==> config.mk <==
export PLATFORM = sky130hd
export DESIGN_NAME = fetch_queue
export DESIGN_NICKNAME = d
export VERILOG_FILES = /design/src/rtl/riscv_fetch_pkg.sv /design/src/rtl/fetch_fifo.sv /design/src/rtl/fetch_queue.sv
export SDC_FILE = /design/constraint.sdc
export NUM_CORES = 1
export LEC_CHECK = 0
export ABC_AREA = 1
export CAP_MARGIN = 20
export CORE_MARGIN = 1
export CORE_UTILIZATION = 60
export CTS_CLUSTER_SIZE = 14
export DETAILED_ROUTE_END_ITERATION = 16
export PLACE_DENSITY = 0.95
export SETUP_SLACK_MARGIN = 0.2
export SLEW_MARGIN = 20
export SYNTH_ARGS = -nofsm -noshare
export SYNTH_HDL_FRONTEND = slang
export SYNTH_SLANG_ARGS = --single-unit
==> constraint.sdc <==
create_clock -name clk -period 15.1 [get_ports clk]
set_clock_uncertainty 0.2 [all_clocks]
set_input_delay 3.02 -clock clk [delete_from_list [all_inputs] [get_ports clk]]
set_output_delay 3.02 -clock clk [all_outputs]
set_load 0.03 [all_outputs]
==> src/rtl/riscv_fetch_pkg.sv <==
// Shared types for the instruction fetch front end.
//   NOP_INSTR     : addi x0,x0,0, presented when the queue is empty
//   fetch_state_t : outstanding-request tracker (idle / keep / discard)
//   fq_entry_t    : one queued instruction with the PC it was fetched from
package riscv_fetch_pkg;

  localparam logic [31:0] NOP_INSTR = 32'h00000013;

  typedef enum logic [1:0] {
    S_IDLE,  // nothing outstanding
    S_BUSY,  // one request outstanding, response will be queued
    S_DROP   // one request outstanding, response will be discarded
  } fetch_state_t;

  typedef struct packed {
    logic [31:0] pc;
    logic [31:0] instr;
  } fq_entry_t;

endpackage

==> src/rtl/fetch_fifo.sv <==
// Synchronous FIFO of fetched instructions.
//   clk, reset  : clock, synchronous active-high reset
//   push, wdata : enqueue wdata (accepted when not full, or full with a pop)
//   pop         : dequeue the head (ignored when empty)
//   flush       : empty the FIFO; wins over push and pop
//   full, almost_full, empty : occupancy flags (almost_full = DEPTH-1 entries)
//   head        : current head entry (undefined when empty)
module fetch_fifo
  import riscv_fetch_pkg::*;
#(
  parameter int DEPTH = 4
) (
  input  logic      clk,
  input  logic      reset,
  input  logic      push,
  input  fq_entry_t wdata,
  input  logic      pop,
  input  logic      flush,
  output logic      full,
  output logic      almost_full,
  output logic      empty,
  output fq_entry_t head
);

  localparam int AW = $clog2(DEPTH);

  fq_entry_t         mem [DEPTH];
  logic [AW-1:0]     wptr, rptr;
  logic [AW:0]       count;
  logic              do_push, do_pop;

  assign empty       = (count == '0);
  assign full        = (count == (AW+1)'(DEPTH));
  assign almost_full = (count == (AW+1)'(DEPTH - 1));
  assign do_pop      = pop && !empty;
  assign do_push     = push && (!full || do_pop);
  assign head        = mem[rptr];

  always_ff @(posedge clk) begin
    if (reset || flush) begin
      wptr  <= '0;
      rptr  <= '0;
      count <= '0;
    end else begin
      if (do_push) wptr <= wptr + AW'(1);
      if (do_pop)  rptr <= rptr + AW'(1);
      case ({do_push, do_pop})
        2'b10:   count <= count + (AW+1)'(1);
        2'b01:   count <= count - (AW+1)'(1);
        default: count <= count;
      endcase
    end
  end

  // Storage carries no reset; the pointers alone define validity.
  always_ff @(posedge clk) begin
    if (do_push && !flush && !reset) mem[wptr] <= wdata;
  end

endmodule

==> src/rtl/fetch_queue.sv <==
// Instruction fetch front end: issues one word fetch at a time to a
// variable-latency instruction memory and queues responses with their PCs.
//   clk, reset              : clock, synchronous active-high reset
//   imem_req, imem_addr     : single-cycle fetch request (always accepted)
//   imem_ack, imem_rdata    : response strobe and instruction word
//   en_f                    : consumer takes the head entry this cycle
//   redirect, redirect_pc   : taken control transfer; flushes the queue
//   valid_f, instr_f, pc_f, pcplus4_f : head entry (NOP/0/0 when empty)
module fetch_queue
  import riscv_fetch_pkg::*;
#(
  parameter int          DEPTH    = 4,
  parameter logic [31:0] RESET_PC = 32'h00000000
) (
  input  logic        clk,
  input  logic        reset,
  output logic        imem_req,
  output logic [31:0] imem_addr,
  input  logic        imem_ack,
  input  logic [31:0] imem_rdata,
  input  logic        en_f,
  input  logic        redirect,
  input  logic [31:0] redirect_pc,
  output logic        valid_f,
  output logic [31:0] instr_f,
  output logic [31:0] pc_f,
  output logic [31:0] pcplus4_f
);

  fetch_state_t state;
  logic [31:0]  fetch_pc;
  logic [31:0]  req_pc;    // address of the outstanding request
  fq_entry_t    head, push_entry;
  logic         full, almost_full, empty;
  logic         busy_ack, space, push, pop;

  assign busy_ack = imem_ack && (state == S_BUSY);

  // Room for one more response, counting the one landing this cycle.
  // Pop is left out on purpose so en_f never reaches imem_req.
  assign space = !full && !(almost_full && busy_ack);

  assign imem_req  = !reset && !redirect && space &&
                     ((state == S_IDLE) || imem_ack);
  assign imem_addr = fetch_pc;

  assign push       = busy_ack && !redirect;
  assign pop        = !empty && en_f && !redirect;
  assign push_entry = '{pc: req_pc, instr: imem_rdata};

  fetch_fifo #(.DEPTH(DEPTH)) u_fifo (
    .clk         (clk),
    .reset       (reset),
    .push        (push),
    .wdata       (push_entry),
    .pop         (pop),
    .flush       (redirect),
    .full        (full),
    .almost_full (almost_full),
    .empty       (empty),
    .head        (head)
  );

  always_ff @(posedge clk) begin
    if (reset) begin
      state    <= S_IDLE;
      fetch_pc <= RESET_PC;
      req_pc   <= RESET_PC;
    end else if (redirect) begin
      fetch_pc <= redirect_pc & ~32'h3;
      // A response landing now is already dropped, so nothing is left
      // outstanding; otherwise an in-flight request becomes a discard.
      if (imem_ack)               state <= S_IDLE;
      else if (state == S_BUSY)   state <= S_DROP;
    end else if (imem_req) begin
      req_pc   <= fetch_pc;
      fetch_pc <= fetch_pc + 32'd4;
      state    <= S_BUSY;
    end else if (imem_ack) begin
      state <= S_IDLE;
    end
  end

  assign valid_f   = !empty;
  assign instr_f   = valid_f ? head.instr : NOP_INSTR;
  assign pc_f      = valid_f ? head.pc : 32'h0;
  assign pcplus4_f = valid_f ? head.pc + 32'd4 : 32'h0;

endmodule

==> reports/results.txt, run 1 <==
Fmax: 0.112 GHz
Hold buffer count at cts: 0
Ant. Diodes: 0
Setup Viol. Count Final: 0
DRC: 0
WP depth: 9
Sequential cell area: 8870 um2
Final wirelength: 41000 um
Layout cells sized above 1: 0.0527
Simple-Gate Fraction of Synth Area: 0.261
DIE AREA: 25500 um2
Slowest stage cell on the critical path: clkdlybuf4s50_1
Most frequent cells in the layout: nand2_1, nor2_1, edfxtp_1
Grt ovf: 0
Least-Margin Pin Slew: 1.13 ns
Post-synthesis adder-cell area fraction: 0.00637
Period minus WS final: 8.94 ns
Routed vias/inst: 5.95
First-pass GRT wire length: 63800 um
Initial antenna violation count: 0
Nets@finish: 1914
IO Pins: 199
Crit. End Element: output pin
Largest net degree at the start of global routing: 131
Synth cell types: 40
Largest area contributor in the synthesized netlist: edfxtp_1
Die Wd: 160 um
Clock Tree Buf Depth: 3
Setup TNS: 0 ns
Worst r2r src: u_fifo.count[0]
Root Driver: clkbuf_16
Synth area leaders: edfxtp_1, nand2_1, dfxtp_1
R2r endpoint: imem_addr[14]
Depth of the most critical reg-to-reg path: 11
Max Slew Vio Count: 0
Number of global-route vias before repair: 12300
Synthesized area per cell: 8.87 um2
Buffers on Ports: 190
Initial Util: 0.612
Commonest non-fill, non-tap cell in the layout: nand2_1
Clock H-tree levels: 1
DR pass1 iterations: 6
Top cell type's share of synthesized area: 0.499
Final Cycle Share: 0.592
Crit path to: imem_req
Sequential fraction of the synthesis area: 0.594
Post-Syn Area: 14900 um2
Clock transition at path regs: 0.06 ns
Multi-input gate area: 5220 um2
Final Hold Viols: 0
Hold_sp: u_fifo.count[0]
XOR/XNOR Fraction of Synth Area: 0.0117
Reg2Reg Setup Slack: 12.29 ns
CP startpoint kind: input port
Most used cell, CP: buf_4
Crit path launch: redirect
Critical path data arrival time: 5.72 ns
Pwr dens: 103 nW/um2
Flops & latches, synth: 319
Total power: 1840 uW
Largest family of logic cells by synthesized area: simple AND/OR/NAND/NOR gates
Synth Warn #: 0
Top delay family on crit path: buffers and inverters
Critical path buffers and inverters: 6
Area growth syn-to-layout: 19.8%
Mux share of post-synthesis cell area: 0
CP max stage delay: 0.75 ns
Worst Hold Class: reg2reg
CTS Buf Count: 30
Critical Path Fanout Max: 60
Max IR drop VDD: 68.7 uV
Antenna viol nets, final: 0
Placer Congestion: 0.927
Critical path type: in2out
Number of DRC markers in iteration 0: 1817
Max_cap viols: 0
CTS resizes: 0
Worst skew pair latency: 0.56 ns
Leak Pwr: 0.00687 uW
Setup Fix Bufs, Post-CTS: 0
Synth Area in Compound Gates: 0.0665
Cells after Synth: 1683
Via Count: 13000
Max-slew headroom: 0.245
Status: completed
Chip Height: 160 um
Clock Sinks: 319
Crit-path cells: clkdlybuf4s50_1 -> buf_4 -> nor2_2 -> and2_1 -> nand2_1 -> buf_4 -> inv_1 -> buf_4 -> clkdlybuf4s50_1
Detailed Place HPWL: 25200 um
Total GRT Usage: 0.316
Wirelength per Cell: 18.8 um
Row count: 57
Placeable Area: 24400 um2
Worst endpoint required time: 11.88 ns
RSZ-0062 raised after global routing: no
CTS tree: yes
WHS: 0.273 ns
Number of fillers in the final layout: 1601
-- flip-flops by register name, indices dropped and copies added, names as in the netlist, named ones only --
name          flops
u_fifo.count      3
u_fifo.mem      248
u_fifo.wptr       2
state             2
req_pc           30
u_fifo.rptr       2
imem_addr        30
-- logic make-up (layout without fill, tap and decap cells) --
kind of cell,Yosys count,count (layout)
other,1,6
and+or+nand+nor,950,950
xor gates and xnor gates,20,20
AOI/OAI and AO/OA,188,188
adders and majority gates,7,7
buffers and inverters,198,369
DFF,319,319
-- synth_stat cells, drive strengths merged --
cell / count
buf: 53
a22oi: 3
nor3: 15
fa: 1
xnor2: 2
nand4: 16
nor2: 287
o311ai: 3
a21oi: 58
inv: 112
ha: 6
conb: 1
a211oi: 2
dfxtp: 71
and3: 4
edfxtp: 248
o21a: 1
or2: 2
o211ai: 3
xor2: 18
nand3: 129
clkbuf: 33
a31o: 1
nand3b: 1
a31oi: 6
and2: 2
o21ai: 109
a32oi: 1
nand2: 494
a2bb2oi: 1
-- power by group --
part	internal (uW)	leakage, uW	switching, uW
Clock	420	0.000471	323
Combinational	46.5	0.00346	73.5
Sequential	956	0.00294	17.2
Total	1420	0.00687	414
-- area by class of cell --
cell class | instances | share of cell area
clock inverter | 13 | 0.00748
timing repair buffer | 204 | 0.112
multi-input combinational | 1171 | 0.292
sequential | 319 | 0.496
tap | 324 | 0.0227
clock buffer | 40 | 0.0464
inverter | 112 | 0.0238
-- stage by stage --
step / cells / worst slack [ns] / cell area, um2 / utilization
floorplan: 1688 / 7.80 / 15000 / -
global placement: 2130 / 6.24 / 16900 / 0.694
detailed placement: 2130 / 6.21 / 16900 / 0.694
CTS: 2183 / 6.18 / 17900 / 0.734
global route: 2183 / 5.96 / 17900 / 0.734
finish: 2183 / 6.16 / 17900 / 0.734
-- worst min-delay path by stage --
| stage | end | depth (start not counted) |
|---|---|---|
| floorplan | u_fifo.count[0] | 1 |
| global placement | u_fifo.count[0] | 1 |
| detailed placement | u_fifo.count[0] | 1 |
| CTS | u_fifo.count[0] | 1 |
| global route | u_fifo.mem[2][60] | 0 |
| finish | u_fifo.count[0] | 1 |
-- per-layer routing --
metal	up-vias	share of wire	wire length (um)	global-route usage
met5	-	0	0	0
met4	0	0.035	1450	0.119
met3	143	0.11	4690	0.0506
met2	990	0.48	19500	0.524
met1	6000	0.37	15400	0.421
li1	5854	-	-	-
(Power assumes the default switching activity.)
==> run 2: changes to the inputs <==
- CORE_UTILIZATION: 60 -> 50
- PLACE_DENSITY: 0.95 -> 0.85
- clock period: 15.1 -> 7.8 ns (I/O delays scaled with it)
==> reports/results.txt, run 2 (synthesized netlist as in run 1, its figures left out) <==
Via Count: 12400 (was 13000)
Initial antenna violation count: 1 (was 0)
Least-Margin Pin Slew: 1.06 ns (was 1.13 ns)
Clock transition at path regs: 0.06 ns (about the same)
WHS: 0.288 ns (was 0.273 ns)
Routed vias/inst: 5.50 (was 5.95)
Pwr dens: 200 nW/um2 (was 103 nW/um2)
Detailed Place HPWL: 25000 um (was 25200 um)
Max Slew Vio Count: 0 (unchanged)
Max IR drop VDD: 170 uV (was 68.7 uV)
RSZ-0062 raised after global routing: no (unchanged)
Critical path type: reg2out (was in2out)
Root Driver: clkbuf_16 (unchanged)
DR pass1 iterations: 8 (was 6)
Crit. End Element: output pin (unchanged)
Max-slew headroom: 0.292 (was 0.245)
Commonest non-fill, non-tap cell in the layout: nand2_1 (unchanged)
Row count: 62 (was 57)
Worst skew pair latency: 0.58 ns (was 0.56 ns)
Chip Height: 175 um (was 160 um)
Number of DRC markers in iteration 0: 1280 (was 1817)
Final Hold Viols: 0 (unchanged)
Worst endpoint required time: 6.04 ns (was 11.88 ns)
Max reg flops: 248 (unchanged)
Leak Pwr: 0.00690 uW (was 0.00687 uW)
Layout cells sized above 1: 0.0531 (was 0.0527)
Antenna viol nets, final: 0 (unchanged)
Most frequent cells in the layout: nand2_1, nor2_1, edfxtp_1 (unchanged)
CP startpoint kind: flip-flop (was input port)
CTS Buf Count: 31 (was 30)
Number of global-route vias before repair: 11800 (was 12300)
Grt ovf: 0 (unchanged)
Area growth syn-to-layout: 20.7% (was 19.8%)
Final Cycle Share: 0.762
Clock H-tree levels: 1 (unchanged)
Nets@finish: 1918 (was 1914)
Placeable Area: 29000 um2 (was 24400 um2)
IO Pins: 199 (unchanged)
Buffers on Ports: 190 (unchanged)
Max_cap viols: 0 (unchanged)
Total power: 3600 uW (was 1840 uW)
Placer Congestion: 0.885 (was 0.927)
Hold_sp: u_fifo.count[0] (unchanged)
Clock Tree Buf Depth: 3 (unchanged)
First-pass GRT wire length: 60000 um (was 63800 um)
Worst r2r src: state[1] (was u_fifo.count[0])
Wirelength per Cell: 17.0 um (was 18.8 um)
DRC: 0 (unchanged)
Setup Viol. Count Final: 0 (unchanged)
DIE AREA: 30600 um2 (was 25500 um2)
Critical path data arrival time: 4.19 ns (was 5.72 ns)
Largest net degree at the start of global routing: 131 (unchanged)
Top reg by flops: u_fifo.mem (unchanged)
Setup TNS: 0 ns (unchanged)
Final wirelength: 38300 um (was 41000 um)
Hold buffer count at cts: 0 (unchanged)
CTS resizes: 0 (unchanged)
Die Wd: 175 um (was 160 um)
Initial Util: 0.515 (was 0.612)
CTS tree: yes (unchanged)
Total GRT Usage: 0.247 (was 0.316)
Clock Sinks: 319 (unchanged)
Critical Path Fanout Max: 38 (was 60)
Status: completed (unchanged)
Period minus WS final: 5.95 ns
Setup Fix Bufs, Post-CTS: 0 (unchanged)
Worst Hold Class: reg2reg (unchanged)
Fmax: 0.168 GHz
==> run 2: worst paths after layout <==
check,to,slack (ns),depth (start not counted)
worst min register to register,u_fifo.count[0],0.29,1
worst min-delay path,u_fifo.count[0],0.29,1
worst max register to register,u_fifo.mem[0][26],4.57,8
worst max-delay path,pcplus4_f[28],1.85,13
==> run 2: layer usage <==
| metal | wire length [um] | global-route usage | vias up |
|---|---|---|---|
| met2 | 18000 | 0.405 | 659 |
| li1 | - | - | 5885 |
| met3 | 3550 | 0.0368 | 80 |
| met4 | 1270 | 0.101 | 0 |
| met5 | 0 | 0 | - |
| met1 | 15600 | 0.328 | 5742 |
==> run 2: layout make-up <==
class                      instances  area (um2)
tap                              384         480
inverter                         112         425
fill                            2290       11000
clock inverter                    12         156
timing repair buffer             207        2030
sequential                       319        8870
antenna                            1        2.50
multi-input combinational       1171        5220
clock buffer                      44         845
==> run 2: report_power, final <==
part / switching, uW / internal [uW] / total (uW)
combinational: 139 / 90.0 / 229
clock: 629 / 855 / 1480
sequential: 32.3 / 1850 / 1880
total: 801 / 2800 / 3600
==> run 2: worst max-delay path: stages (launching register included) <==
cell and delay (ns):
dfxtp_2 0.55, inv_2 0.62, o211ai_1 0.18, nand2_1 0.23, ha_1 0.22, nand3_1 0.13
nor2_1 0.22, nand3_2 0.17, nor2_1 0.27, nand2_1 0.09, nand2_1 0.06, nand2_1 0.07
nor2_1 0.10, clkdlybuf4s50_1 0.68
==> run 2: per-stage QoR <==
| step | instances | utilization | setup WS, ns | cell area (um2) |
|---|---|---|---|---|
| floorplan | 1688 | - | 2.34 | 15000 |
| global placement | 2193 | 0.587 | 2.50 | 17000 |
| detailed placement | 2193 | 0.587 | 2.48 | 17000 |
| CTS | 2249 | 0.621 | 1.88 | 18000 |
| global route | 2250 | 0.621 | 1.57 | 18000 |
| finish | 2250 | 0.621 | 1.85 | 18000 |
